**src/rtl/rtc_bcd_clock.sv**
```systemverilog
`default_nettype none
// ============================================================================
// Module   : rtc_bcd_clock
// Purpose  : BCD real-time clock core. A built-in prescaler derives a
//            one-second tick from CLK. Time is kept internally as 24-hour BCD
//            digits. The core supports a runtime 12/24-hour display, a
//            validated load handshake, a one-shot alarm and a midnight pulse.
// Revision : 1.0 - initial release
// ----------------------------------------------------------------------------
// Parameters
//   TICK_DIV  CLK cycles per one-second tick (>= 1)
// Ports
//   CLK        in   system clock, rising edge
//   RST        in   asynchronous active-high reset
//   EN         in   count enable (prescaler and time frozen when low)
//   MODE12     in   1 = 12-hour display, 0 = 24-hour display
//   SET_VLD    in   load request, sampled every cycle
//   SET_TIME   in   [23:0] BCD load value {HRM,HRL,MIN_M,MIN_L,SEC_M,SEC_L}
//   SET_ACK    out  one-cycle pulse, load accepted
//   SET_ERR    out  one-cycle pulse, load rejected
//   ALM_EN     in   alarm enable
//   ALM_TIME   in   [23:0] BCD alarm time, 24-hour format
//   HRM..SEC_L out  [3:0] displayed BCD digits
//   PM         out  internal hour is 12..23
//   TICK       out  one-cycle pulse per one-second advance
//   ALARM      out  one-cycle pulse on alarm match
//   MIDNIGHT   out  one-cycle pulse on the 23:59:59 -> 00:00:00 wrap
// ============================================================================
module rtc_bcd_clock #(
  parameter int TICK_DIV = 50000000
) (
  input  logic        CLK,
  input  logic        RST,
  input  logic        EN,
  input  logic        MODE12,
  input  logic        SET_VLD,
  input  logic [23:0] SET_TIME,
  output logic        SET_ACK,
  output logic        SET_ERR,
  input  logic        ALM_EN,
  input  logic [23:0] ALM_TIME,
  output logic [3:0]  HRM,
  output logic [3:0]  HRL,
  output logic [3:0]  MIN_M,
  output logic [3:0]  MIN_L,
  output logic [3:0]  SEC_M,
  output logic [3:0]  SEC_L,
  output logic        PM,
  output logic        TICK,
  output logic        ALARM,
  output logic        MIDNIGHT
);

  localparam int            CW        = (TICK_DIV > 1) ? $clog2(TICK_DIV) : 1;
  localparam logic [CW-1:0] PRESC_MAX = CW'(TICK_DIV - 1);

  // --------------------------------------------------------------------------
  // State
  // --------------------------------------------------------------------------
  logic [CW-1:0] presc_q,  presc_d;
  logic [3:0]    hrm_q,    hrm_d;
  logic [3:0]    hrl_q,    hrl_d;
  logic [3:0]    minm_q,   minm_d;
  logic [3:0]    minl_q,   minl_d;
  logic [3:0]    secm_q,   secm_d;
  logic [3:0]    secl_q,   secl_d;
  logic          tick_q,   tick_d;
  logic          alarm_q,  alarm_d;
  logic          mid_q,    mid_d;
  logic          ack_q,    ack_d;
  logic          err_q,    err_d;

  // --------------------------------------------------------------------------
  // One-second advance: all carries resolve combinationally so that the
  // registered time never passes through an out-of-range value.
  // --------------------------------------------------------------------------
  logic       tick_w;
  logic       secl_wrap_w, secm_wrap_w, minl_wrap_w, minm_wrap_w, hr23_w;
  logic [3:0] inc_hrm_w, inc_hrl_w, inc_minm_w, inc_minl_w, inc_secm_w, inc_secl_w;
  logic       inc_mid_w;

  always_comb begin
    tick_w      = EN && (presc_q == PRESC_MAX);

    secl_wrap_w = (secl_q == 4'd9);
    secm_wrap_w = secl_wrap_w && (secm_q == 4'd5);
    minl_wrap_w = secm_wrap_w && (minl_q == 4'd9);
    minm_wrap_w = minl_wrap_w && (minm_q == 4'd5);
    hr23_w      = (hrm_q == 4'd2) && (hrl_q == 4'd3);

    inc_secl_w  = secl_wrap_w ? 4'd0 : secl_q + 4'd1;
    inc_secm_w  = secl_wrap_w ? (secm_wrap_w ? 4'd0 : secm_q + 4'd1) : secm_q;
    inc_minl_w  = secm_wrap_w ? (minl_wrap_w ? 4'd0 : minl_q + 4'd1) : minl_q;
    inc_minm_w  = minl_wrap_w ? (minm_wrap_w ? 4'd0 : minm_q + 4'd1) : minm_q;

    inc_hrm_w   = hrm_q;
    inc_hrl_w   = hrl_q;
    if (minm_wrap_w) begin
      if (hr23_w) begin
        inc_hrm_w = 4'd0;
        inc_hrl_w = 4'd0;
      end else if (hrl_q == 4'd9) begin
        inc_hrm_w = hrm_q + 4'd1;
        inc_hrl_w = 4'd0;
      end else begin
        inc_hrl_w = hrl_q + 4'd1;
      end
    end

    inc_mid_w   = minm_wrap_w && hr23_w;
  end

  // --------------------------------------------------------------------------
  // Load validation. Checking HRM <= 2 alone is not enough: 24..29 must be
  // rejected as well, so the hour's units digit is constrained when HRM = 2.
  // --------------------------------------------------------------------------
  logic set_ok_w;

  always_comb begin
    set_ok_w = (SET_TIME[23:20] <= 4'd2) &&
               (SET_TIME[19:16] <= 4'd9) &&
               !((SET_TIME[23:20] == 4'd2) && (SET_TIME[19:16] > 4'd3)) &&
               (SET_TIME[15:12] <= 4'd5) &&
               (SET_TIME[11:8]  <= 4'd9) &&
               (SET_TIME[7:4]   <= 4'd5) &&
               (SET_TIME[3:0]   <= 4'd9);
  end

  // --------------------------------------------------------------------------
  // Next state. A load (valid or not) pre-empts a coincident tick; a rejected
  // load therefore also holds the prescaler for that cycle.
  // --------------------------------------------------------------------------
  always_comb begin
    presc_d = presc_q;
    hrm_d   = hrm_q;
    hrl_d   = hrl_q;
    minm_d  = minm_q;
    minl_d  = minl_q;
    secm_d  = secm_q;
    secl_d  = secl_q;
    tick_d  = 1'b0;
    alarm_d = 1'b0;
    mid_d   = 1'b0;
    ack_d   = 1'b0;
    err_d   = 1'b0;

    if (SET_VLD) begin
      if (set_ok_w) begin
        {hrm_d, hrl_d, minm_d, minl_d, secm_d, secl_d} = SET_TIME;
        presc_d = '0;
        ack_d   = 1'b1;
      end else begin
        err_d   = 1'b1;
      end
    end else if (tick_w) begin
      presc_d = '0;
      hrm_d   = inc_hrm_w;
      hrl_d   = inc_hrl_w;
      minm_d  = inc_minm_w;
      minl_d  = inc_minl_w;
      secm_d  = inc_secm_w;
      secl_d  = inc_secl_w;
      tick_d  = 1'b1;
      mid_d   = inc_mid_w;
      // Match against the value being entered, so the pulse lines up with TICK.
      alarm_d = ALM_EN &&
                ({inc_hrm_w, inc_hrl_w, inc_minm_w, inc_minl_w,
                  inc_secm_w, inc_secl_w} == ALM_TIME);
    end else if (EN) begin
      presc_d = presc_q + CW'(1);
    end
  end

  always_ff @(posedge CLK or posedge RST) begin
    if (RST) begin
      presc_q <= '0;
      hrm_q   <= 4'd0;
      hrl_q   <= 4'd0;
      minm_q  <= 4'd0;
      minl_q  <= 4'd0;
      secm_q  <= 4'd0;
      secl_q  <= 4'd0;
      tick_q  <= 1'b0;
      alarm_q <= 1'b0;
      mid_q   <= 1'b0;
      ack_q   <= 1'b0;
      err_q   <= 1'b0;
    end else begin
      presc_q <= presc_d;
      hrm_q   <= hrm_d;
      hrl_q   <= hrl_d;
      minm_q  <= minm_d;
      minl_q  <= minl_d;
      secm_q  <= secm_d;
      secl_q  <= secl_d;
      tick_q  <= tick_d;
      alarm_q <= alarm_d;
      mid_q   <= mid_d;
      ack_q   <= ack_d;
      err_q   <= err_d;
    end
  end

  // --------------------------------------------------------------------------
  // Display mapping. In 12-hour mode: 00 -> 12, 01..12 unchanged,
  // 13..19 -> 01..07 (units minus 2), 20..21 -> 08..09 (units plus 8),
  // 22..23 -> 10..11 (units minus 2).
  // --------------------------------------------------------------------------
  logic [3:0] disp_hrm_w, disp_hrl_w;

  always_comb begin
    disp_hrm_w = hrm_q;
    disp_hrl_w = hrl_q;
    if (MODE12) begin
      if ((hrm_q == 4'd0) && (hrl_q == 4'd0)) begin
        disp_hrm_w = 4'd1;
        disp_hrl_w = 4'd2;
      end else if ((hrm_q == 4'd1) && (hrl_q >= 4'd3)) begin
        disp_hrm_w = 4'd0;
        disp_hrl_w = hrl_q - 4'd2;
      end else if (hrm_q == 4'd2) begin
        if (hrl_q < 4'd2) begin
          disp_hrm_w = 4'd0;
          disp_hrl_w = hrl_q + 4'd8;
        end else begin
          disp_hrm_w = 4'd1;
          disp_hrl_w = hrl_q - 4'd2;
        end
      end
    end
  end

  assign HRM      = disp_hrm_w;
  assign HRL      = disp_hrl_w;
  assign MIN_M    = minm_q;
  assign MIN_L    = minl_q;
  assign SEC_M    = secm_q;
  assign SEC_L    = secl_q;
  assign PM       = (hrm_q == 4'd2) || ((hrm_q == 4'd1) && (hrl_q >= 4'd2));
  assign TICK     = tick_q;
  assign ALARM    = alarm_q;
  assign MIDNIGHT = mid_q;
  assign SET_ACK  = ack_q;
  assign SET_ERR  = err_q;

endmodule
`default_nettype wire
```
**config.mk**
```make
export PLATFORM = sky130hd
export DESIGN_NAME = rtc_bcd_clock
export DESIGN_NICKNAME = d
export VERILOG_FILES = /design/src/rtl/rtc_bcd_clock.sv
export SDC_FILE = /design/constraint.sdc
export NUM_CORES = 1
export LEC_CHECK = 0
export BUFFER_PORTS_ARGS = -buffer_cell sky130_fd_sc_hd__buf_2
export CORE_MARGIN = 2
export CORE_UTILIZATION = 55
export CTS_CLUSTER_SIZE = 8
export DETAILED_ROUTE_END_ITERATION = 10
export GPL_TIMING_DRIVEN = 0
export HOLD_SLACK_MARGIN = 0.05
export PLACE_DENSITY = 0.82
export SETUP_SLACK_MARGIN = 0.1
export SYNTH_ARGS = -nofsm -noshare
export SYNTH_HDL_FRONTEND = slang
export SYNTH_SLANG_ARGS = --single-unit
```
**constraint.sdc**
```tcl
create_clock -name CLK -period 3.45 [get_ports CLK]
set_input_delay 0.1725 -clock CLK [delete_from_list [all_inputs] [get_ports CLK]]
set_output_delay 0.1725 -clock CLK [all_outputs]
set_load 0.03 [all_outputs]
```
==> reports/metrics.yaml <==
synth.distinct_cells: 64
cts_sinks: 55
worst_pin_slew_ns: 0.903
synth.top_cells.by_area: "dfrtp_1 33%, o21ai_0 7.6%, nand2_1 4.9%"
port_buffers: 83
hpwlAfterDp_mm: 9.29
critPathKind: "register to register"
grt_pass1_vias: 3947
drc: 0
fin_crit_sh: 0.907
vias: 4418
p_leak_nw: 2.09
fin_worst_skew_ns: 0.00529
drt_wl_total_mm: 12.3
die_area_um2: 8240
synth_cells: 518
synth_enable_flop_cells: 0
cp-start-kind: "register"
numCtsBuffers: 5
end_kind: "register"
slew_headroom: 0.393
wl_per_cell_um: 17.3
die_h_um: 90.8
core_region_area_um2: 7290
rsz0062_at_grt: "false"
drt_iter0_markers: 377
synth.avg_cell_area_um2: 8.00
finalSetupViolCount: 0
fmax_mhz: 320
yosysMostFrequentCell: "o21ai_0"
ys_warn_count: 0
synth_common_cells: "63 x o21ai_0, 55 x dfrtp_1, 54 x nand2_1"
path_clk_slew_ns: 0.10
netlist.area_leader.share: 0.332
num_antenna_cells: 0
htreeDepth: 2
required_ns: 3.67
cp_max_fo: 10
pwr_density_cell_nw_per_um2: 373
antenna_found_initial: 0
fin_ws_ns: 0.321
grt_pass1_wl_mm: 19.8
n_fill_cell: 659
gr-total-overflow: 0
dominantRegCellSynth: "dfrtp_1"
drv_cap: 0
grt_util_all_layers: 0.297
hold_ws_ns: 0.0996
viasPerCell: 6.22
routabilityCongestion: 0.960
status: "finished, final reports clean"
dp_slack_ns: 0.419
ys_seq_area_frac: 0.332
cts_buffer_depth: 2
synth_area_um2: 4140
ys_ff_latch: 55
final-max-slew-violation-count: 0
cts_root_buffer: "clkbuf_8"
final-hold-violation-count: 0
die_w_um: 90.8
rows: 31
nNetsFinal: 677
synthesis.nets: 585
clk_latency_ns: 0.32
fin_crit_ns: 3.13
grt_max_degree: 29
vdd_drop_max_mv: 0.235
firstDrtPassIters: 5
initial_core_util: 0.568
postSynth.asyncResetShare: 1.00
yosys.area.top_type: "dfrtp_1"
area_growth_syn_to_layout_pct: 16.3
fin_setup_tns_ns: 0
ant_nets: 0
io_pins: 84
hold_path_class: "primary input to register"
cts_tree: "built"
crit_arrival_ns: 3.35
drive_above_1_share: 0.185
==> metrics by stage <==
| step | cells | total power [mW] | util | cell area, um^2 |
|---|---|---|---|---|
| final | 710 | 1.80 | 0.661 | 4820 |
| after global routing | 710 | 1.89 | 0.661 | 4820 |
| after CTS | 710 | 1.79 | 0.659 | 4810 |
| after detailed placement | 701 | 1.40 | 0.645 | 4700 |
| after global placement | 700 | 1.38 | 0.642 | 4680 |
| after floorplan | 518 | 1.20 | - | 4140 |
==> critical path: stages, from the launching register on <==
cell,delay (ns)
dfrtp_1,0.50
ha_1,0.24
nand3b_1,0.26
nor4_1,0.52
buf_1,0.39
a311oi_1,0.20
a31o_1,0.25
a2111oi_4,0.19
nand3_1,0.15
nor4_2,0.32
==> placed cells by master (no fill, tap or decap), types with 4 or more instances in the layout <==
cell       n
dfrtp_1   55
nor4_1     8
mux2i_1    6
o31ai_1    8
and3_1     6
a31oi_1    9
a21o_1     4
xnor2_1   13
ha_1      13
inv_1     20
nor2b_1    7
xor2_1    17
and4_1     4
o21ai_0   63
nand3b_1   5
buf_2     90
nor4b_1    5
nand3_1   22
nor2_1    42
clkbuf_1  22
a22o_1     6
a21oi_1   31
nand2_1   54
nand4_1   12
clkbuf_8   6
and2_1     4
nor3_1    16
==> metal layers <==
layer	global-route usage	routed length (um)	up-vias
li1	-	-	2079
met1	0.419	5100	2056
met2	0.478	5780	260
met3	0.0342	1190	23
met4	0.0997	235	0
met5	0	0	-
==> state kept, by name, indices dropped and copies added (netlist names) <==
register,count
hrm_q,4
MIN_M,4
MIDNIGHT,1
hrl_q,4
SEC_M,4
SET_ACK,1
MIN_L,4
ALARM,1
SEC_L,4
SET_ERR,1
TICK,1
presc_q,26
==> cell type report <==
type | instances | area [um^2] | area share
multi-input cells | 410 | 2560 | 0.531
flip-flops and latches | 55 | 1380 | 0.286
plain buffers | 31 | 133 | 0.0275
repair buffers | 85 | 445 | 0.0925
inverters | 22 | 82.6 | 0.0171
clock inverters | 2 | 13.8 | 0.00286
well taps | 99 | 124 | 0.0257
clock buffers | 6 | 82.6 | 0.0171
==> worst paths after layout <==
check	from	endpoint	slack [ns]	depth (start not counted)
worst max-delay path	SEC_M[0]	ALARM	0.32	9
min in group asynchronous	RST	SEC_M[2]	0.48	3
worst min-delay path	SET_TIME[17]	hrl_q[1]	0.1	3
worst max register to register	SEC_M[0]	ALARM	0.32	9
worst min register to register	presc_q[16]	presc_q[16]	0.53	1
max in group asynchronous	RST	SET_ACK	2.40	4
==> logic make-up (layout without fill, tap and decap cells) <==
logic type | Yosys count | count (layout) | share of synthesized area
AND/OR/NAND/NOR | 211 | 211 | 0.273
AO/OA/AOI/OAI | 149 | 149 | 0.223
flip-flops | 55 | 55 | 0.332
buffers and inverters | 53 | 146 | 0.0519
XOR/XNOR | 30 | 30 | 0.0634
adder cells (fa/ha/maj) | 13 | 13 | 0.0393
multiplexers | 7 | 7 | 0.0172
==> report_power, final <==
part           internal, mW  leakage (nW)  switching, mW
registers             0.698         0.724         0.0751
clock network         0.165        0.0516          0.231
logic                 0.229          1.32          0.400
==> timing repair <==
item | CTS | global route
buffers inserted | 0 | 0
resized for setup | 0 | 2
setup endpoints to repair | 0 | 3
hold buffers | 1 | 0
endpoints found under the hold margin | 27 | 0
Power figures use the tool's default switching activity.
